`src/rtl/ser_pkg.sv`:
```
// Shared definitions for the bit serializer and the detector test bench:
// one-hot state codes and the even-parity helper.
package ser_pkg;

    localparam int         ST_W     = 4;
    localparam logic [3:0] ST_IDLE  = 4'b0001;
    localparam logic [3:0] ST_SHIFT = 4'b0010;
    localparam logic [3:0] ST_PAR   = 4'b0100;
    localparam logic [3:0] ST_GAP   = 4'b1000;

    // Even parity over a zero-extended word; the extension bits are 0 and
    // leave the XOR unchanged, so any width up to 32 can be passed in.
    function automatic logic ser_even_parity(input logic [31:0] word);
        return ^word;
    endfunction

endpackage

```
`src/rtl/ser_bit_cnt.sv`:
```
// Down-counter with load, clear and terminal-count (cnt == 0) flag.
// Used by bit_serializer both for the bits remaining in a word and for the
// inter-word gap countdown.
module ser_bit_cnt #(
    parameter int CNT_W = 4
) (
    input  logic             clk,
    input  logic             rst,
    input  logic             clr,
    input  logic             load,
    input  logic             dec,
    input  logic [CNT_W-1:0] load_val,
    output logic [CNT_W-1:0] cnt,
    output logic             tc
);

    // Count register: clear beats load beats decrement; holds at zero.
    always_ff @(posedge clk) begin
        if (rst || clr) begin
            cnt <= '0;
        end else if (load) begin
            cnt <= load_val;
        end else if (dec && (cnt != '0)) begin
            cnt <= cnt - 1'b1;
        end
    end

    assign tc = (cnt == '0);

endmodule

```
`src/rtl/bit_serializer.sv`:
```
// Parallel-to-serial front end for the sequence-detector chain.
// Accepts WIDTH-bit words on a valid/ready handshake and emits one bit per
// clk on data/data_valid, with optional idle gap between words.
// Optional feature: define SER_PARITY_EN to append an even-parity bit after
// each word (PAR state); frame_done and the back-to-back accept move to it.
//
// state | meaning
// IDLE  | waiting for a word, din_ready=1
// SHIFT | driving payload bits, counter = bits remaining after this one
// PAR   | driving the even-parity bit (SER_PARITY_EN only)
// GAP   | idle-level filler cycles between words
module bit_serializer
    import ser_pkg::*;
#(
    parameter int   WIDTH      = 8,
    parameter int   MSB_FIRST  = 1,
    parameter int   GAP_CYCLES = 0,
    parameter logic IDLE_LEVEL = 1'b0
) (
    input  logic             clk,
    input  logic             rst,
    input  logic [WIDTH-1:0] din,
    input  logic             din_valid,
    output logic             din_ready,
    output logic             data,
    output logic             data_valid,
    output logic             frame_done,
    output logic             busy
);

`ifdef SER_PARITY_EN
    localparam bit PARITY = 1'b1;
`else
    localparam bit PARITY = 1'b0;
`endif

    // The counter is shared with the gap countdown, so it must also hold
    // GAP_CYCLES-1 (up to 14) even for very narrow words.
    localparam int BIT_W = $clog2(WIDTH);
    localparam int CNT_W = (BIT_W > 4) ? BIT_W : 4;
    localparam logic [CNT_W-1:0] LAST_LOAD = CNT_W'(WIDTH - 1);
    localparam logic [CNT_W-1:0] GAP_LOAD  = CNT_W'((GAP_CYCLES > 0) ? GAP_CYCLES - 1 : 0);
    localparam bit B2B = (GAP_CYCLES == 0);

    logic [ST_W-1:0]  state;
    logic [ST_W-1:0]  state_next;
    logic [WIDTH-1:0] sr;
    logic [CNT_W-1:0] cnt;
    logic             cnt_tc;
    logic             cnt_load;
    logic             cnt_clr;
    logic             cnt_dec;
    logic [CNT_W-1:0] cnt_load_val;
    logic             accept;
    logic             sr_head;
    logic [WIDTH-1:0] sr_shifted;
`ifdef SER_PARITY_EN
    logic             par_q;
`endif

    assign accept     = din_valid && din_ready;
    assign busy       = (state != ST_IDLE);
    assign sr_head    = (MSB_FIRST != 0) ? sr[WIDTH-1] : sr[0];
    assign sr_shifted = (MSB_FIRST != 0) ? (sr << 1) : (sr >> 1);

    // State register.
    always_ff @(posedge clk) begin
        if (rst) begin
            state <= ST_IDLE;
        end else begin
            state <= state_next;
        end
    end

    // Next-state logic; a word accepted on the final cycle restarts SHIFT.
    always_comb begin
        state_next = state;
        case (state)
            ST_IDLE: begin
                if (accept) begin
                    state_next = ST_SHIFT;
                end
            end
            ST_SHIFT: begin
                if (cnt_tc) begin
                    if (PARITY) begin
                        state_next = ST_PAR;
                    end else if (accept) begin
                        state_next = ST_SHIFT;
                    end else if (GAP_CYCLES > 0) begin
                        state_next = ST_GAP;
                    end else begin
                        state_next = ST_IDLE;
                    end
                end
            end
            ST_PAR: begin
                if (accept) begin
                    state_next = ST_SHIFT;
                end else if (GAP_CYCLES > 0) begin
                    state_next = ST_GAP;
                end else begin
                    state_next = ST_IDLE;
                end
            end
            ST_GAP: begin
                if (cnt_tc) begin
                    state_next = ST_IDLE;
                end
            end
            default: state_next = ST_IDLE;
        endcase
    end

    // Handshake and frame outputs decoded from the registered state.
    always_comb begin
        din_ready  = 1'b0;
        frame_done = 1'b0;
        case (state)
            ST_IDLE: din_ready = 1'b1;
            ST_SHIFT: begin
                if (cnt_tc && !PARITY) begin
                    frame_done = 1'b1;
                    din_ready  = B2B;
                end
            end
            ST_PAR: begin
                frame_done = 1'b1;
                din_ready  = B2B;
            end
            default: begin
                din_ready  = 1'b0;
                frame_done = 1'b0;
            end
        endcase
        if (rst) begin
            din_ready = 1'b0;
        end
    end

    // Counter control: load per word and on gap entry, clear when idle.
    always_comb begin
        cnt_load     = accept || ((state_next == ST_GAP) && (state != ST_GAP));
        cnt_load_val = accept ? LAST_LOAD : GAP_LOAD;
        cnt_dec      = (state == ST_SHIFT) || (state == ST_GAP);
        cnt_clr      = (state_next == ST_IDLE);
    end

    ser_bit_cnt #(
        .CNT_W (CNT_W)
    ) u_bit_cnt (
        .clk      (clk),
        .rst      (rst),
        .clr      (cnt_clr),
        .load     (cnt_load),
        .dec      (cnt_dec),
        .load_val (cnt_load_val),
        .cnt      (cnt),
        .tc       (cnt_tc)
    );

    // Shift register and registered serial outputs; the first bit goes
    // straight from din so it appears the cycle after accept.
    always_ff @(posedge clk) begin
        if (rst) begin
            sr         <= '0;
            data       <= IDLE_LEVEL;
            data_valid <= 1'b0;
`ifdef SER_PARITY_EN
            par_q      <= 1'b0;
`endif
        end else if (accept) begin
            sr         <= (MSB_FIRST != 0) ? (din << 1) : (din >> 1);
            data       <= (MSB_FIRST != 0) ? din[WIDTH-1] : din[0];
            data_valid <= 1'b1;
`ifdef SER_PARITY_EN
            par_q      <= ser_even_parity(32'(din));
`endif
        end else if ((state == ST_SHIFT) && !cnt_tc) begin
            sr         <= sr_shifted;
            data       <= sr_head;
            data_valid <= 1'b1;
        end
`ifdef SER_PARITY_EN
        else if (state == ST_SHIFT) begin
            data       <= par_q;
            data_valid <= 1'b1;
        end
`endif
        else begin
            data       <= IDLE_LEVEL;
            data_valid <= 1'b0;
        end
    end

endmodule
```
`config.mk`:
```
export PLATFORM = sky130hd
export DESIGN_NAME = bit_serializer
export DESIGN_NICKNAME = d
export VERILOG_FILES = /design/src/rtl/ser_pkg.sv /design/src/rtl/ser_bit_cnt.sv /design/src/rtl/bit_serializer.sv
export SDC_FILE = /design/constraint.sdc
export NUM_CORES = 1
export LEC_CHECK = 0
export ABC_AREA = 1
export BUFFER_PORTS_ARGS = -buffer_cell sky130_fd_sc_hd__buf_2
export CORE_MARGIN = 4
export CORE_UTILIZATION = 56
export DETAILED_ROUTE_END_ITERATION = 6
export PLACE_DENSITY = 0.87
export SLEW_MARGIN = 20
export SYNTH_ARGS = -nofsm -noshare
export SYNTH_HDL_FRONTEND = slang
export SYNTH_SLANG_ARGS = --single-unit
```
`constraint.sdc`:
```
create_clock -name clk -period 1.91 [get_ports clk]
set_input_delay 0.573 -clock clk [delete_from_list [all_inputs] [get_ports clk]]
set_output_delay 0.573 -clock clk [all_outputs]
set_load 0.02 [all_outputs]
```
==> reports/summary.txt <==
Status: finished clean
Leakage: 0.510 nW
Inst Count DP: 155
R2R Path End: u_bit_cnt.cnt[3]$_SDFFE_PP0P_
DRC: 0
Number of global-route vias before repair: 736
GRT overflow: 0
Max Fclk: 538 MHz
Yosys cell types: 20
Vias/cell: 5.14
Drt first pass iters: 4
Initial DRC count: 20
# setup viols final: 0
Pin count of the biggest net entering global routing: 20
Internal cell power: 480 µW
Period utilization: 97.3%
Most common cell after layout, fill and taps aside: nand2_1
Critical Path Start: u_bit_cnt.cnt[0]$_SDFFE_PP0P_
Worst EP required: 1.34 ns
Worst hold path class: reg -> reg
Register share of total power: 57.1%
Critical-path top delay cell: dfxtp_2
Clock transition at path regs: 0.10 ns
TritonCTS buffer count: 3
FF-to-FF path depth: 12
FP Rows: 13
Pwr Total: 653 µW
Num Clock Sinks: 17
Die Width: 46.8 µm
Placer's final routability congestion estimate: 0.786
WP data arrival: 1.29 ns
Ports: 16
Root Buffer Master: clkbuf_4
Seq/Total Area, Yosys: 40.4%
Max clock buf depth: 2
Worst-path cell chain: inv_2 > ha_4 > nand2_4 > inv_2 > nand2_2 > nand2_4 > nand2_2 > inv_1 > buf_6
NumNets Final: 161
Area growth from synthesis to layout: 21.2%
CP Capture Point: din_ready
Commonest non-fill, non-tap cells in the layout: 37 x nand2_1, 24 x nor2_1, 13 x dfxtp_1, 13 x buf_2
Switch Pwr: 172 µW
Final ANT Viol Nets: 0
Bufs and invs on worst path: 4
H-tree levels: 1
Initial core utilization: 61.7%
Syn nets: 138
Antenna Cells: 0
Post-synth EDFFs: 0
Initial antenna violation count: 0
Syn avg cell area: 6.69 µm²
Asr flop ratio synth: 0%
Combinational share of power: 13.0%
Final Core Density: 74.8%
Layout cells sized above 1: 35.1%
Port Buf Inserts: 15
WS Path Type: reg -> out
Critical path capture point type: output pin
First-pass GRT wire length: 2.82 mm
Final Hold Fails: 0
Die height: 46.8 µm
Crit-path max FO: 4
Netlist Area Pre-Place: 843 µm²
Top delay family on crit path: flip-flops
Net Sw Frac: 26.4%
Total core area: 0.00137 mm²
R2R setup slack: 0.32 ns
Routed wire length per instance: 11.1 µm
Yosys reg bits: 17
Clock skew: 0.00891 ns
Clock network fraction of total power: 30.0%
CTS tree: yes
Final period demand of the worst path: 1.86 ns
Post-synth top flop: dfxtp_1
Worst reg2reg startpoint: u_bit_cnt.cnt[0]$_SDFFE_PP0P_
Final HPWL DP: 1.24 mm
Final wirelength: 1.81 mm
Synth warn: 0
Worst-Skew Late Latency: 0.30 ns
Non-filler instance count after layout: 163
Max VDD drop: 0.476 mV
Power per cell area: 639 mW/mm²
Startpoint types: flop
Slew Viols, Final: 0
Mapped Cells: 126
Die Area: 0.00219 mm²
GRT Total Usage: 18.6%
Max incr delay on CP: 0.33 ns
Stages on worst setup path: 9
Via Count: 838
Count of maximum capacitance violations: 0
==> per-layer routing <==
| layer | GRT usage [%] | wire length (µm) | vias up |
|---|---|---|---|
| met1 | 19.3 | 752 | 377 |
| met4 | 12.2 | 27 | 0 |
| met2 | 33.6 | 904 | 27 |
| met3 | 3.45 | 126 | 4 |
| li1 | - | - | 430 |
| met5 | 0 | 0 | - |
==> timing repair <==
item / in CTS / in global routing
gates resized for setup: 6 / 9
setup buffers: 3 / 1
endpoints found under the setup margin: 2 / 2
hold buffers: 0 / 0
pin swaps: 3 / 1
gates cloned: 0 / 0
==> kinds of logic after synthesis <==
| group | after synthesis | synth area share [%] |
|---|---|---|
| other | 1 | 0.445 |
| buffers and inverters | 16 | 8.61 |
| and+or+nand+nor | 85 | 45.5 |
| AOI/OAI and AO/OA | 6 | 3.56 |
| adders and majority gates | 1 | 1.48 |
| DFF | 17 | 40.4 |
==> registers in the layout (all words and copies together) (netlist names) <==
| name | count |
|---|---|
| data | 1 |
| data_valid | 1 |
| sr | 7 |
| state | 4 |
| u_bit_cnt.cnt | 4 |
==> metrics by stage <==
stage	TNS, ns	hold slack (ns)	setup WS, ns	cell area [µm²]
5_1_grt	-0.0316	0.491	-0.0316	1020
4_1_cts	0	0.481	0.00144	992
6_report	0	0.484	0.0518	1020
3_5_place_dp	0	0.460	0.213	926
3_3_place_gp	0	0.455	0.248	926
2_1_floorplan	0	0.439	0.343	843
==> worst reg2reg max path, stage by stage (launching register included) <==
cell and delay, ns:
dfxtp_2 0.34, inv_2 0.05, ha_4 0.16, nand2_4 0.06, inv_2 0.03, nand2_2 0.07, nand2_4 0.05, buf_4 0.12
buf_4 0.14, nand3_4 0.18, nand2_1 0.10, nand2_2 0.12, nor2_1 0.06
==> how the worst min path moves through the flow <==
stage / startpoint / to / depth (start not counted) / slack [ns]
after floorplan: sr[7]$_SDFFE_PP0P_ / data$_SDFF_PP0_ / 2 / 0.44
after global placement: sr[7]$_SDFFE_PP0P_ / data$_SDFF_PP0_ / 2 / 0.46
after detailed placement: sr[7]$_SDFFE_PP0P_ / data$_SDFF_PP0_ / 2 / 0.46
after CTS: sr[7]$_SDFFE_PP0P_ / data$_SDFF_PP0_ / 2 / 0.48
after global routing: din[1] / sr[2]$_SDFFE_PP0P_ / 3 / 0.49
final: sr[1]$_SDFFE_PP0P_ / sr[1]$_SDFFE_PP0P_ / 2 / 0.48
==> power groups by stage <==
stage / logic, mW / clock network [mW] / registers (mW)
global route: 0.0947 / 0.215 / 0.374
floorplan: 0.0482 / 0 / 0.380
finish: 0.0848 / 0.195 / 0.372
detailed placement: 0.0736 / 0 / 0.380
global placement: 0.0699 / 0 / 0.380
CTS: 0.0802 / 0.202 / 0.372
==> Yosys cell counts, types with 2 or more instances <==
| master | count | area [µm²] |
|---|---|---|
| nand3_1 | 9 | 45.0 |
| dfxtp_1 | 17 | 340 |
| nor2_1 | 24 | 90.1 |
| inv_2 | 7 | 26.3 |
| nand2_2 | 7 | 43.8 |
| inv_1 | 6 | 22.5 |
| nor2_2 | 2 | 12.5 |
| o21ai_0 | 2 | 10.0 |
| nand2_1 | 38 | 143 |
| a21oi_1 | 4 | 20.0 |
==> final cells by class <==
class | count | area, µm²
multi-input cells | 93 | 455
flip-flops and latches | 17 | 345
fillers | 108 | 344
repair buffers | 20 | 121
inverters | 14 | 53.8
clock buffers | 3 | 22.5
well taps | 15 | 18.8
clock inverters | 1 | 5.00
(Power assumes the default switching activity.)
